[src/rtl/uart_cmd_pkg.sv]
// Shared packet-type codes, query byte and TX scheduler state encoding
// for the UART command path (transmit scheduler and receive decoder).
package uart_cmd_pkg;

   localparam logic [1:0] PKT_SCRIPT   = 2'b00;
   localparam logic [1:0] PKT_MANUAL   = 2'b01;
   localparam logic [1:0] PKT_QUERY    = 2'b10;
   localparam logic [1:0] PKT_FEEDBACK = 2'b11;

   localparam logic [7:0] QUERY_BYTE = {6'b000000, PKT_QUERY};

   typedef enum logic [1:0] {
      IDLE      = 2'd0,
      WAIT_BUSY = 2'd1,
      WAIT_DONE = 2'd2,
      GAP       = 2'd3
   } tx_state_t;

   // Payload bits [7:2] are kept and the packet type replaces bits [1:0].
   function automatic logic [7:0] stamp_byte(input logic [7:0] payload,
                                             input logic [1:0] pkt_type);
      return {payload[7:2], pkt_type};
   endfunction

endpackage

[src/rtl/tx_hb_timer.sv]
// Free-running heartbeat timer: raises hb_pending once per HB_PERIOD
// cycles and holds it until the scheduler dispatches the query.
module tx_hb_timer #(
   parameter int HB_PERIOD = 1000000
) (
   input  logic uart_clk,
   input  logic rst_n,
   input  logic hb_clear,
   output logic hb_pending
);

   localparam int CW = (HB_PERIOD > 1) ? $clog2(HB_PERIOD) : 1;
   localparam logic [CW-1:0] HB_LAST = CW'(HB_PERIOD - 1);

   logic [CW-1:0] hb_count;
   logic          hb_wrap;

   assign hb_wrap = (hb_count == HB_LAST);

   // Period counter runs 0..HB_PERIOD-1 and wraps.
   always_ff @(posedge uart_clk or negedge rst_n) begin
      if (!rst_n) begin
         hb_count <= '0;
      end else if (hb_wrap) begin
         hb_count <= '0;
      end else begin
         hb_count <= hb_count + CW'(1);
      end
   end

   // A wrap marks a query as owed; a new wrap outranks a same-cycle clear, and wraps never stack.
   always_ff @(posedge uart_clk or negedge rst_n) begin
      if (!rst_n) begin
         hb_pending <= 1'b0;
      end else if (hb_wrap) begin
         hb_pending <= 1'b1;
      end else if (hb_clear) begin
         hb_pending <= 1'b0;
      end
   end

endmodule

[src/rtl/uart_tx_scheduler.sv]
// Arbitrates the UART TX byte channel between heartbeat queries, the
// script engine and the manual source, stamps packet types, sequences
// the start/busy/gap handshake and flags transmitter start stalls.
module uart_tx_scheduler
   import uart_cmd_pkg::*;
#(
   parameter int HB_PERIOD  = 1000000,
   parameter int GAP_CYCLES = 16,
   parameter int START_TO   = 8
) (
   input  logic       uart_clk,
   input  logic       rst_n,
   input  logic       script_mode,
   input  logic       man_req,
   input  logic [7:0] man_data,
   output logic       man_ack,
   input  logic       scr_req,
   input  logic [7:0] scr_data,
   output logic       scr_ack,
   input  logic       tx_busy,
   output logic       tx_start,
   output logic [7:0] tx_data,
   output logic       sched_busy,
   output logic       err_timeout
);

   localparam int CNT_MAX = (START_TO > GAP_CYCLES) ? START_TO : GAP_CYCLES;
   localparam int CW      = $clog2(CNT_MAX + 1);
   localparam logic [CW-1:0] START_LAST = CW'(START_TO - 1);
   localparam logic [CW-1:0] GAP_LAST   = CW'(GAP_CYCLES - 1);

   tx_state_t     state;
   logic [CW-1:0] phase_cnt;
   logic          hb_pending;
   logic          hb_clear;

   logic man_valid;
   logic scr_valid;
   logic arb_open;
   logic dispatch_query;
   logic dispatch_man;
   logic dispatch_scr;
   logic drop_man;
   logic drop_scr;

   tx_hb_timer #(
      .HB_PERIOD (HB_PERIOD)
   ) u_hb_timer (
      .uart_clk   (uart_clk),
      .rst_n      (rst_n),
      .hb_clear   (hb_clear),
      .hb_pending (hb_pending)
   );

   // A request that was acked last cycle is still held high by its source
   // for one more cycle, so it is masked to avoid a second ack.
   assign man_valid = man_req && !man_ack;
   assign scr_valid = scr_req && !scr_ack;

   assign arb_open       = (state == IDLE) && !tx_busy;
   assign dispatch_query = arb_open && hb_pending;
   assign dispatch_man   = arb_open && !hb_pending && !script_mode && man_valid;
   assign dispatch_scr   = arb_open && !hb_pending &&  script_mode && scr_valid;
   assign drop_man       = arb_open &&  script_mode && man_valid;
   assign drop_scr       = arb_open && !script_mode && scr_valid;
   assign hb_clear       = dispatch_query;

   // Scheduler FSM with registered strobes, acks, data and status flags.
   always_ff @(posedge uart_clk or negedge rst_n) begin
      if (!rst_n) begin
         state       <= IDLE;
         phase_cnt   <= '0;
         tx_start    <= 1'b0;
         tx_data     <= 8'h00;
         man_ack     <= 1'b0;
         scr_ack     <= 1'b0;
         sched_busy  <= 1'b0;
         err_timeout <= 1'b0;
      end else begin
         tx_start <= 1'b0;
         man_ack  <= dispatch_man || drop_man;
         scr_ack  <= dispatch_scr || drop_scr;
         case (state)
            IDLE: begin
               if (dispatch_query || dispatch_man || dispatch_scr) begin
                  tx_start   <= 1'b1;
                  phase_cnt  <= '0;
                  sched_busy <= 1'b1;
                  state      <= WAIT_BUSY;
                  if (dispatch_query) begin
                     tx_data <= QUERY_BYTE;
                  end else if (dispatch_man) begin
                     tx_data <= stamp_byte(man_data, PKT_MANUAL);
                  end else begin
                     tx_data <= stamp_byte(scr_data, PKT_SCRIPT);
                  end
               end
            end
            WAIT_BUSY: begin
               if (tx_busy) begin
                  state <= WAIT_DONE;
               end else if (phase_cnt == START_LAST) begin
                  err_timeout <= 1'b1;
                  phase_cnt   <= '0;
                  state       <= GAP;
               end else begin
                  phase_cnt <= phase_cnt + CW'(1);
               end
            end
            WAIT_DONE: begin
               if (!tx_busy) begin
                  phase_cnt <= '0;
                  state     <= GAP;
               end
            end
            GAP: begin
               if (phase_cnt == GAP_LAST) begin
                  phase_cnt  <= '0;
                  sched_busy <= 1'b0;
                  state      <= IDLE;
               end else begin
                  phase_cnt <= phase_cnt + CW'(1);
               end
            end
            default: begin
               phase_cnt  <= '0;
               sched_busy <= 1'b0;
               state      <= IDLE;
            end
         endcase
      end
   end

endmodule

[config.mk]
export PLATFORM = sky130hd
export DESIGN_NAME = uart_tx_scheduler
export DESIGN_NICKNAME = d
export VERILOG_FILES = /design/src/rtl/uart_cmd_pkg.sv /design/src/rtl/tx_hb_timer.sv /design/src/rtl/uart_tx_scheduler.sv
export SDC_FILE = /design/constraint.sdc
export NUM_CORES = 1
export LEC_CHECK = 0
export CORE_MARGIN = 8
export CORE_UTILIZATION = 40
export DETAILED_ROUTE_END_ITERATION = 8
export SLEW_MARGIN = 20
export SYNTH_ARGS = -nofsm -noshare
export SYNTH_HDL_FRONTEND = slang
export SYNTH_HIERARCHICAL = 1
export SYNTH_SLANG_ARGS = --single-unit
[constraint.sdc]
create_clock -name uart_clk -period 1.95 [get_ports uart_clk]
set_input_delay 0.39 -clock uart_clk [delete_from_list [all_inputs] [get_ports uart_clk]]
set_output_delay 0.39 -clock uart_clk [all_outputs]
set_load 0.01 [all_outputs]
# ---- Yosys cells after proc, flatten, opt, wreduce, memory -nomap -nowiden
# Index checks and enable logic that the tools add are counted.
dict set report totals {
  register_bits 41
  wordCells 76
}
dict set report classes {
  muxes 22
  reduce_logical 30
  addsub 2
  bitwise 1
  n_eq_ne 11
}
# cell count
set op_table {}
lappend op_table {{2-to-1 mux 5 bit} 5}
lappend op_table {{adder 20 x 1 -> 20 bit (second input constant)} 1}
lappend op_table {{equality test 20 bit (second input constant)} 1}
lappend op_table {{2-to-1 mux 20 bit} 1}
lappend op_table {{one-hot mux 5 bit (4 select lines)} 1}
lappend op_table {{2-to-1 mux 8 bit} 2}
lappend op_table {{logical AND 1 bit} 13}
lappend op_table {{2-to-1 mux 2 bit} 5}
lappend op_table {{AND reduction 3 bit} 3}
lappend op_table {{one-hot mux 2 bit (4 select lines)} 1}
lappend op_table {{2-to-1 mux 1 bit} 6}
lappend op_table {{inequality test 2 bit (second input constant)} 3}
lappend op_table {{adder 5 x 1 -> 5 bit (second input constant)} 1}
lappend op_table {{equality test 5 x 3 -> 1 bit (second input constant)} 1}
lappend op_table {{equality test 5 x 4 -> 1 bit (second input constant)} 1}
lappend op_table {{logical NOT 1 bit} 5}
lappend op_table {{equality test 2 bit (second input constant)} 2}
lappend op_table {{logical OR 1 bit} 4}
lappend op_table {{AND reduction 4 bit} 1}
lappend op_table {{nonzero test 2 bit} 2}
lappend op_table {{inequality test 3 bit (second input constant)} 1}
lappend op_table {{equality test 2 x 1 -> 1 bit (second input constant)} 1}
lappend op_table {{logical NOT 2 bit} 1}
lappend op_table {{inequality test 2 x 1 -> 1 bit (second input constant)} 1}
lappend op_table {{other kinds (3)} 3}

# ---- Logic depth before layout (Yosys ltp)
# Gate-level depths: netlist of the first run.
dict set report logic_depth {
  ltp_word 9
  ltp_mapped 8
}

# ---- By module
# The synthesis of the first run kept the hierarchy.
# mod area_per_inst_um2 n_inst cells_per_inst seq_area_each_um2
set by_module_without_submodules {}
lappend by_module_without_submodules {uart_tx_scheduler 1201.2 1 119 500.5}
lappend by_module_without_submodules {tx_hb_timer 1017.2 1 96 525.5}

# ---- Least setup slack after synthesis of the first run
# No wires, ideal clock.
dict set report synth_path {
  kind {flip-flop to flip-flop}
  start {register u_hb_timer.hb_count[8]}
  end {register u_hb_timer.hb_count[6]}
  synth_period_minus_slack_ns 1.829
  path_slack_ns 0.121
  path_buffers 0
  t_required_ns 1.832
  path_stages_with_launch 5
  setup_time_ns 0.118
  arrival_time_ns 1.711
  path_cell_list {dfrtp_1 -> or4b_1 -> or4_1 -> nor3b_1 -> a21o_1}
}
dict set report synth_via {
  elab_chain_cells 2
}
# item line
set synth_rtl {}
lappend synth_rtl {{start, declared} tx_hb_timer.sv:15} ;# logic [CW-1:0] hb_count;
lappend synth_rtl {{start signal, assigned} tx_hb_timer.sv:27} ;# hb_count <= hb_count + CW'(1);
lappend synth_rtl {{equality test 20 bit} tx_hb_timer.sv:18} ;# assign hb_wrap = (hb_count == HB_LAST);
lappend synth_rtl {{2-to-1 mux 20 bit} tx_hb_timer.sv:24} ;# end else if (hb_wrap) begin
# Every way passes these cells.
# A chain may end at the register's enable or synchronous reset.

# ---- Worst setup path after layout of the first run
# Same ends and word-level chain as after synthesis.

==> summary.txt, run 1 <==
Final layout
  • Fin area: 0.00286 sq mm
  • Fin nets: 300
  • Synthesis-to-finish area growth: 28.8%
  • Share of cells above drive strength 1: 16.7%
  • Ant diodes: 0

Synth
  • Most common cell in the synthesized netlist: dfrtp_1
  • Async SR Flop Fraction: 100%
  • Yosys top cell by area: dfrtp_1
  • Ys flop type: dfrtp_1
  • Synth unique cells: 52
  • Net count after synthesis: 246
  • Synth Cell Area: 0.00222 sq mm
  • Sequential share of the synthesized area: 46.2%
  • Post-synthesis register bit count: 41
  • Yosys top cell area share: 46.2%
  • Cells after Synth: 215
  • Avg Synthesized Cell Area: 10.3 sq um
  • Most area-consuming cells after synthesis: dfrtp_1 46%, ha_1 5.1%, mux2i_1 3.2%
  • Top cells by count, synth: 41 x dfrtp_1, 17 x nor2_1, 12 x inv_1, 12 x nand2_1, 9 x ha_1
  • Ys Warns: 6
  • EDFF count, synth: 0

Power
  • Switching Share: 35.6%
  • Peak VDD IR: 0.389 mV
  • Internal Power: 1.83 mW
  • Comb power frac: 40.2%
  • Power Dens Cells: 996 mW/mm^2
  • Pleak: 1.30 nW
  • Reg power frac: 39.5%
  • Overall power: 2.85 mW
  • Clock share of power: 20.3%
  • Net Sw Power: 1.01 mW

Clocking
  • Clock Sinks: 41
  • CTS Root Cell: clkbuf_8
  • CTS max path bufs: 2
  • H-tree levels: 2
  • CTS tree: built
  • Worst-path clk slew: 0.08 ns
  • Hold-fix buffers at CTS: 0
  • Total CTS buffers: 5
  • Clk_lat worst skew: 0.30 ns
  • Setup Buffers After CTS: 0

Timing
  • Final min period: 1.83 ns
  • Final hold vios: 0
  • Clock skew: 0.0141 ns
  • Maximum clock rate: 547 MHz
  • Period utilization: 93.8%
  • Actual slew at the worst max-slew pin: 0.684 ns
  • Final setup violation count: 0
  • Max_slew headroom: 54.4%
  • Unrepaired setup endpoints after global routing: no
  • Worst hold slack: 0.121 ns
  • Final worst setup slack: 0.121 ns
  • Setup TNS: 0 ns
  • Max-slew violation count: 0

Worst setup path
  • Worst r2r src: u_hb_timer/hb_count[8]
  • Critical path class: reg2reg
  • CP endpoint kind: flop
  • Worst Setup EP: u_hb_timer/hb_count[6]
  • Startpoint Class: flop
  • Worst r2r path cells: 4
  • CP required: 2.15 ns
  • Critical Path AT: 2.03 ns
  • Worst Setup SP: u_hb_timer/hb_count[8]
  • Critical Path Fanout Max: 2
  • Worst R2R Setup Slack: 0.12 ns
  • Critical R2R Capture: u_hb_timer/hb_count[6]

Detailed routing
  • Vias: 1,786
  • Top Layer Used: met4
  • WL/cell: 13.9 um
  • Met1 wire length: 2.24 mm
  • Antenna viol nets, final: 0
  • Met3 wire len: 201 um
  • Met2 wire len: 2.24 mm
  • DR iter-0 viols: 73
  • Vias per Instance: 5.22
  • DRT Pass-1 Iters: 5
  • Drt total wl: 4.75 mm
  • DRC viols: 0

Worst hold path
  • Hold Crit Class: in2async

Placement
  • Dpl ws: -0.0351 ns
  • Dpl hpwl: 3.57 mm
  • Port bufs: 30
  • Placer Congestion: 0.753
  • Post-place instance area: 0.00274 sq mm

Floorplan
  • Io pins: 35
  • Rows: 27
  • Initial Util: 40.8%
  • Die Span Y: 90.5 um
  • Die width: 90.5 um
  • Die area: 0.00818 sq mm
  • Total core area: 0.00544 sq mm

Global route
  • GRT Total Usage: 12.4%
  • Vias in the first global route: 1,760
  • Initial antenna violation count: 0
  • First-pass GRT wire length: 8.40 mm
  • Largest net degree at the start of global routing: 32
  • GR Overflow Total: 0

Job
  • Max-cap viol count: 0

Outcome
  • Status: completed
==> state kept, by name, indices dropped and copies added (netlist names) <==
| name | count |
|---|---|
| u_hb_timer/hb_count | 20 |
| tx_data | 8 |
| phase_cnt | 5 |
| state | 2 |
| err_timeout | 1 |
| man_ack | 1 |
| sched_busy | 1 |
| scr_ack | 1 |
| tx_start | 1 |
| u_hb_timer/hb_pending | 1 |
==> per-layer routing <==
layer,up-vias,track usage (%)
met5,-,0
met4,0,4.58
met3,8,3.49
met2,28,20.0
met1,856,15.3
li1,894,-
==> layout by cell type, fill, tap and decap left out, types with 6 or more instances in the layout <==
| cell | count |
|---|---|
| nor2_1 | 17 |
| nand3_1 | 7 |
| inv_1 | 12 |
| or4_1 | 6 |
| nand2_1 | 12 |
| xnor2_1 | 7 |
| buf_4 | 21 |
| a21oi_1 | 8 |
| dfrtp_1 | 41 |
| a211oi_1 | 6 |
| mux2i_1 | 7 |
| xor2_1 | 6 |
| o21ai_1 | 7 |
| ha_1 | 7 |
| clkdlybuf4s50_1 | 29 |
==> stage by stage <==
stage                     cells  utilization (%)
final                       342             52.5
after global routing        342             52.5
after CTS                   342             52.3
after detailed placement    334             50.4
after global placement      334             50.4
after floorplan             215                -
==> cell families (layout without fill, tap and decap cells) <==
group                    Yosys count  after routing  share of synthesized area, %
adder cells (fa/ha/maj)            9              9                          5.08
multiplexers                       7              7                          3.16
AO/OA/AOI/OAI                     45             45                          14.8
flip-flops                        41             41                          46.2
buffers and inverters             18             73                          3.16
AND/OR/NAND/NOR                   82             82                          22.4
XOR/XNOR                          13             13                          5.13
==> worst max-delay path, cell delays in order, from the launching register on <==
cell and delay (ns):
dfrtp_1 0.39, or4b_1 0.52, or4_1 0.52, nor3b_1 0.15
a21o_1 0.15
==> layout make-up <==
class / instances / area, sq um
Inverter: 14 / 52.6
Fill cell: 514 / 2580
Tap cell: 72 / 90.1
Clock inverter: 3 / 21.3
Timing Repair Buffer: 51 / 453
Clock buffer: 5 / 68.8
Multi-Input combinational cell: 156 / 1150
Sequential cell: 41 / 1030
==> how the worst min path moves through the flow <==
stage | from | end | slack [ns] | cells past startpoint
after floorplan | rst_n | err_timeout | 0.09 | 0
after global placement | u_hb_timer/hb_count[0] | u_hb_timer/hb_count[0] | 0.45 | 1
after detailed placement | u_hb_timer/hb_count[0] | u_hb_timer/hb_count[0] | 0.44 | 1
after CTS | rst_n | state[1] | 0.14 | 1
after global routing | rst_n | tx_data[5] | 0.18 | 1
final | rst_n | tx_data[2] | 0.12 | 1
==> repair_timing <==
action                                  in CTS  in global routing
pin swaps                                    0                  1
endpoints found under the setup margin       1                  5
gates resized for setup                      1                  4
==> power by group through the flow <==
stage	Clock (mW)	Sequential (mW)	Combinational [mW]
3_3_place_gp	0	1.13	1.10
2_1_floorplan	0	1.16	0.630
5_1_grt	0.633	1.15	1.28
3_5_place_dp	0	1.14	1.12
6_report	0.577	1.12	1.14
4_1_cts	0.600	1.12	1.13
(Power assumes the default switching activity.)
==> run 2, diff against run 1 <==
--- a/config.mk
+++ b/config.mk
@@ -8,6 +8,7 @@
 export CORE_MARGIN = 8
 export CORE_UTILIZATION = 40
 export DETAILED_ROUTE_END_ITERATION = 8
+export GPL_TIMING_DRIVEN = 0
 export SLEW_MARGIN = 20
 export SYNTH_ARGS = -nofsm -noshare
 export SYNTH_HDL_FRONTEND = slang
==> summary.txt, run 2 (synthesized netlist as in run 1, its figures left out) <==
Detailed routing
  • Vias per Instance: 5.20 (was 5.22)
  • Antenna viol nets, final: 0 (unchanged)
  • DRT Pass-1 Iters: 4 (was 5)
  • DRC viols: 0 (unchanged)
  • Vias: 1,717 (was 1,786)
  • WL/cell: 14.4 um (was 13.9 um)
  • Drt total wl: 4.75 mm (unchanged)
  • DR iter-0 viols: 34 (was 73)

Timing
  • Actual slew at the worst max-slew pin: 0.649 ns (was 0.684 ns)
  • Final setup violation count: 0 (unchanged)
  • Max_slew headroom: 56.5% (was 54.4%)
  • Period utilization: 97.1% (was 93.8%)
  • Worst hold slack: 0.0626 ns (was 0.121 ns)
  • Unrepaired setup endpoints after global routing: yes (was no)
  • Clock skew: 0.0122 ns (was 0.0141 ns)
  • Final min period: 1.89 ns (was 1.83 ns)
  • Setup TNS: 0 ns (unchanged)
  • Maximum clock rate: 528 MHz (was 547 MHz)
  • Max-slew violation count: 0 (unchanged)
  • Final worst setup slack: 0.0574 ns (was 0.121 ns)
  • Final hold vios: 0 (unchanged)

Power
  • Comb power frac: 39.8% (was 40.2%)
  • Clock share of power: 19.0% (was 20.3%)
  • Power Dens Cells: 973 mW/mm^2 (was 996 mW/mm^2)
  • Net Sw Power: 0.938 mW (was 1.01 mW)
  • Internal Power: 1.77 mW (was 1.83 mW)
  • Pleak: 1.25 nW (was 1.30 nW)
  • Peak VDD IR: 0.409 mV (was 0.389 mV)
  • Switching Share: 34.6% (was 35.6%)
  • Overall power: 2.71 mW (was 2.85 mW)
  • Reg power frac: 41.3% (was 39.5%)

Final layout
  • Fin area: 0.00278 sq mm (was 0.00286 sq mm)
  • Share of cells above drive strength 1: 14.3% (was 16.7%)
  • Ant diodes: 0 (unchanged)
  • # fillers: 485 (was 514)
  • Fin nets: 290 (was 300)
  • Largest register by flop count: u_hb_timer/hb_count (unchanged)
  • Commonest cells after routing, fill and taps aside: 39 x dfrtp_1, 28 x clkdlybuf4s50_1, 17 x nor2_1 (was 41 x dfrtp_1, 29 x clkdlybuf4s50_1, 21 x buf_4)
  • Core occupancy in the finished layout: 51.1% (was 52.5%)
  • Top flop regs: u_hb_timer/hb_count: 20 flops, tx_data: 8 flops, phase_cnt: 5 flops (unchanged)
  • Synthesis-to-finish area growth: 25.4% (was 28.8%)
  • Max FFs per register: 20 (unchanged)
  • Non-filler instance count after layout: 330 (was 342)
  • Most common cell after layout, fill and taps aside: dfrtp_1 (unchanged)

Global route
  • First-pass GRT wire length: 8.39 mm (was 8.40 mm)
  • Initial antenna violation count: 0 (unchanged)
  • Vias in the first global route: 1,768 (was 1,760)
  • GR Overflow Total: 0 (unchanged)
  • GRT Total Usage: 12.3% (was 12.4%)
  • Largest net degree at the start of global routing: 22 (was 32)

Clocking
  • Clk_lat worst skew: 0.29 ns (was 0.30 ns)
  • CTS Root Cell: clkbuf_8 (unchanged)
  • CTS max path bufs: 2 (unchanged)
  • Clock Sinks: 41 (unchanged)
  • Hold-fix buffers at CTS: 0 (unchanged)
  • CTS tree: built (unchanged)
  • Worst-path clk slew: 0.08 ns (about the same)
  • Total CTS buffers: 5 (unchanged)
  • H-tree levels: 2 (unchanged)

Worst setup path
  • Cell breakdown of the critical path: or4b_1, or4_4, nor3b_1, a21o_1 (was or4b_1, or4_1, nor3b_1, a21o_1)
  • Slowest CP cell: or4b_1 (unchanged)
  • Worst R2R Setup Slack: 0.06 ns (was 0.12 ns)
  • Levels on crit path: 4 (unchanged)
  • Worst Setup SP: u_hb_timer/hb_count[8] (unchanged)
  • Critical Path AT: 2.07 ns (was 2.03 ns)
  • CP Buf/Inv Count: 0 (unchanged)
  • Critical path class: reg2reg (unchanged)
  • Critical Path Fanout Max: 4 (was 2)
  • CP required: 2.13 ns (was 2.15 ns)
  • Crit-path leading delay family: simple AND/OR/NAND/NOR gates (unchanged)
  • Worst r2r src: u_hb_timer/hb_count[8] (unchanged)
  • Worst r2r path cells: 4 (unchanged)
  • Startpoint Class: flop (unchanged)
  • CP endpoint kind: flop (unchanged)
  • Crit-path max cell delay: 0.53 ns (was 0.52 ns)

Floorplan
  • Die width: 90.5 um (unchanged)
  • Die Span Y: 90.5 um (unchanged)
  • Initial Util: 40.8% (unchanged)
  • Rows: 27 (unchanged)
  • Total core area: 0.00544 sq mm (unchanged)
  • Die area: 0.00818 sq mm (unchanged)
  • Io pins: 35 (unchanged)

Placement
  • Dpl ws: -0.0850 ns (was -0.0351 ns)
  • Dpl hpwl: 3.47 mm (was 3.57 mm)
  • Placer Congestion: 0.787 (was 0.753)
  • Port bufs: 29 (was 30)
  • Placed Cells incl. Taps: 317 (was 334)
  • Post-place instance area: 0.00262 sq mm (was 0.00274 sq mm)

Job
  • Max-cap viol count: 0 (unchanged)

Worst hold path
  • Hold Crit Class: in2async (unchanged)

Outcome
  • Status: completed (unchanged)
## run 2: what timing repair did
item,in CTS,in global routing
cloned,0,0
pin swaps,0,3
setup endpoints to repair,2,24
gates resized for setup,2,8
endpoints found under the hold margin,0,0
setup buffers,1,6
## run 2: power by group through the flow
stage	logic (mW)	clock network (mW)	registers, mW
5_1_grt	1.20	0.575	1.14
3_5_place_dp	1.05	0	1.13
4_1_cts	1.06	0.544	1.12
2_1_floorplan	0.630	0	1.16
3_3_place_gp	1.03	0	1.13
6_report	1.08	0.514	1.12
## run 2: path summary, 6_finish.rpt
path                                            to
setup / recovery            u_hb_timer/hb_count[6]
hold / removal                          tx_data[2]
setup reg to reg            u_hb_timer/hb_count[6]
hold reg to reg             u_hb_timer/hb_count[0]
max in group asynchronous  u_hb_timer/hb_count[17]
min in group uart_clk       u_hb_timer/hb_count[0]
## run 2: final cells by class
type | instances | area, sq um | share of cell area [%]
well taps | 72 | 90.1 | 3.24
clock inverters | 1 | 5.00 | 0.180
flip-flops and latches | 41 | 1030 | 37.0
plain buffers | 4 | 17.5 | 0.630
repair buffers | 37 | 365 | 13.1
clock buffers | 5 | 68.8 | 2.47
multi-input cells | 156 | 1150 | 41.5
inverters | 14 | 52.6 | 1.89
## run 2: worst register-to-register path: cells and delay by family (launching register included)
kind,cells,cell delay [ns]
and+or+nand+nor,3,1.21
AOI/OAI and AO/OA,1,0.15
DFF,1,0.43
## run 2: metal layers
metal | up-vias | routed length (um) | track usage [%]
met5 | - | 0 | 0
met4 | 0 | 93 | 5.55
met3 | 8 | 172 | 3.41
met2 | 25 | 2190 | 19.3
met1 | 816 | 2300 | 15.3
li1 | 868 | - | -
==> run 3, diff against run 2 <==
==> constraint.sdc (replaced) <==
create_clock -name uart_clk -period 1.6 [get_ports uart_clk]
set_input_delay 0.32 -clock uart_clk [delete_from_list [all_inputs] [get_ports uart_clk]]
set_output_delay 0.32 -clock uart_clk [all_outputs]
set_load 0.01 [all_outputs]
==> summary.txt, run 3 (synthesized netlist as in run 1, its figures left out) <==
Detailed routing
  • DRC viols: 0 (unchanged)
  • DR iter-0 viols: 59 (was 34)
  • Drt total wl: 5.31 mm (was 4.75 mm)
  • WL/cell: 15.2 um (was 14.4 um)
  • Vias per Instance: 5.33 (was 5.20)
  • Vias: 1,864 (was 1,717)
  • Antenna viol nets, final: 0 (unchanged)
  • DRT Pass-1 Iters: 4 (unchanged)

Worst setup path
  • Critical Path Fanout Max: 6 (was 4)
  • CP endpoint kind: flop (unchanged)
  • Critical Path AT: 2.03 ns (was 2.07 ns)
  • Worst r2r path cells: 4 (unchanged)
  • Critical path class: reg2reg (unchanged)
  • Startpoint Class: flop (unchanged)
  • CP required: 1.78 ns (was 2.13 ns)

Final layout
  • Most common cell after layout, fill and taps aside: dfrtp_1 (unchanged)
  • Fin nets: 308 (was 290)
  • Largest register by flop count: u_hb_timer/hb_count (unchanged)
  • Top flop regs: u_hb_timer/hb_count: 20 flops, tx_data: 8 flops, phase_cnt: 5 flops (unchanged)
  • Commonest cells after routing, fill and taps aside: 36 x dfrtp_1, 26 x clkdlybuf4s50_1, 25 x buf_4 (was 39 x dfrtp_1, 28 x clkdlybuf4s50_1, 17 x nor2_1)
  • Non-filler instance count after layout: 350 (was 330)
  • Share of cells above drive strength 1: 36.3% (was 14.3%)
  • Synthesis-to-finish area growth: 44.6% (was 25.4%)
  • Ant diodes: 0 (unchanged)
  • Max FFs per register: 20 (unchanged)

Global route
  • GRT busiest layer: met2 (unchanged)
  • Vias in the first global route: 1,916 (was 1,768)
  • GR Util met3: 3.49% (was 3.41%)
  • Initial antenna violation count: 0 (unchanged)
  • Met2 GRT Util: 22.7% (was 19.3%)
  • GRT Total Usage: 13.4% (was 12.3%)
  • Largest net degree at the start of global routing: 24 (was 22)
  • First-pass GRT wire length: 9.15 mm (was 8.39 mm)
  • Met1 Use GR: 16.4% (was 15.3%)
  • GR Overflow Total: 0 (unchanged)

Floorplan
  • Total core area: 0.00544 sq mm (unchanged)
  • Die Span Y: 90.5 um (unchanged)
  • Die area: 0.00818 sq mm (unchanged)
  • Rows: 27 (unchanged)
  • Die width: 90.5 um (unchanged)
  • Initial Util: 40.8% (unchanged)
  • Io pins: 35 (unchanged)

Timing
  • Final hold vios: 0 (unchanged)
  • Actual slew at the worst max-slew pin: 0.574 ns (was 0.649 ns)
  • Final setup violation count: 22 (was 0)
  • Worst hold slack: 0.0205 ns (was 0.0626 ns)
  • Period utilization: 116% (was 97.1%)
  • Max-slew violation count: 0 (unchanged)
  • Unrepaired setup endpoints after global routing: yes (unchanged)
  • Final worst setup slack: -0.249 ns (was 0.0574 ns)
  • Maximum clock rate: 541 MHz (was 528 MHz)
  • Clock skew: 0.00505 ns (was 0.0122 ns)
  • Setup TNS: -0.938 ns (was 0 ns)
  • Max_slew headroom: 61.8% (was 56.5%)
  • Final min period: 1.85 ns (was 1.89 ns)

Placement
  • Placer Congestion: 0.765 (was 0.787)
  • Port bufs: 29 (unchanged)
  • Dpl ws: -0.480 ns (was -0.0850 ns)
  • Placed Cells incl. Taps: 317 (unchanged)
  • Dpl hpwl: 3.41 mm (was 3.47 mm)

Clocking
  • CTS max path bufs: 2 (unchanged)
  • CTS Root Cell: clkbuf_8 (unchanged)
  • Clk_lat worst skew: 0.29 ns (about the same)
  • Hold-fix buffers at CTS: 0 (unchanged)
  • H-tree levels: 2 (unchanged)
  • Clock Sinks: 41 (unchanged)
  • Worst-path clk slew: 0.08 ns (about the same)
  • Total CTS buffers: 5 (unchanged)
  • CTS tree: built (unchanged)

Power
  • Pleak: 1.40 nW (was 1.25 nW)
  • Overall power: 4.10 mW (was 2.71 mW)
  • Power Dens Cells: 1280 mW/mm^2 (was 973 mW/mm^2)
  • Peak VDD IR: 0.555 mV (was 0.409 mV)

Outcome
  • Failing checks: setup timing
  • Status: finished with violations (was completed)

Job
  • Max-cap viol count: 0 (unchanged)

Worst hold path
  • Hold Crit Class: in2async (unchanged)
-- run 3: layout make-up --
cell class                 instances  area (sq um)
tap                               72          90.1
sequential                        41          1030
timing repair buffer              56           513
inverter                          14          55.1
clock inverter                     1          30.0
clock buffer                       7          86.3
fill                             467          2230
buffer                             3          23.8
multi-input combinational        156          1380
-- run 3: where the power goes --
part | switching [mW] | internal [mW]
sequential | 0.155 | 1.22
combinational | 0.900 | 0.969
clock | 0.352 | 0.509
total | 1.41 | 2.70
-- run 3: what timing repair did --
action / CTS / global route
endpoints found under the setup margin: 26 / 27
setup buffers: 21 / 6
resized for setup: 33 / 27
pin swaps: 20 / 13
-- run 3: per-layer routing --
| layer | vias to the layer above | routed length, um |
|---|---|---|
| met2 | 28 | 2690 |
| met4 | 0 | 42 |
| li1 | 905 | - |
| met1 | 926 | 2390 |
| met5 | - | 0 |
| met3 | 5 | 178 |
-- run 3: worst paths after layout --
kind                                         from                endpoint  slack, ns
hold reg to reg                       err_timeout             err_timeout       0.47
max in group asynchronous                   rst_n                state[0]       1.07
min in group uart_clk                 err_timeout             err_timeout       0.47
hold / removal                              rst_n                 scr_ack       0.02
setup reg to reg           u_hb_timer/hb_count[8]  u_hb_timer/hb_count[6]      -0.25
setup / recovery           u_hb_timer/hb_count[8]  u_hb_timer/hb_count[6]      -0.25
-- run 3: worst max-delay path, stage by stage, from the launching register on --
cell     delay, ns
dfrtp_2       0.45
or4b_1        0.51
or4_4         0.49
nor3b_1       0.15
a21o_1        0.15
-- run 3: stage by stage --
step / utilization [%] / instance area, sq um
global route: 59.0 / 3210
finish: 59.0 / 3210
detailed placement: 48.6 / 2640
floorplan: - / 2240
global placement: 48.2 / 2620
CTS: 56.4 / 3070
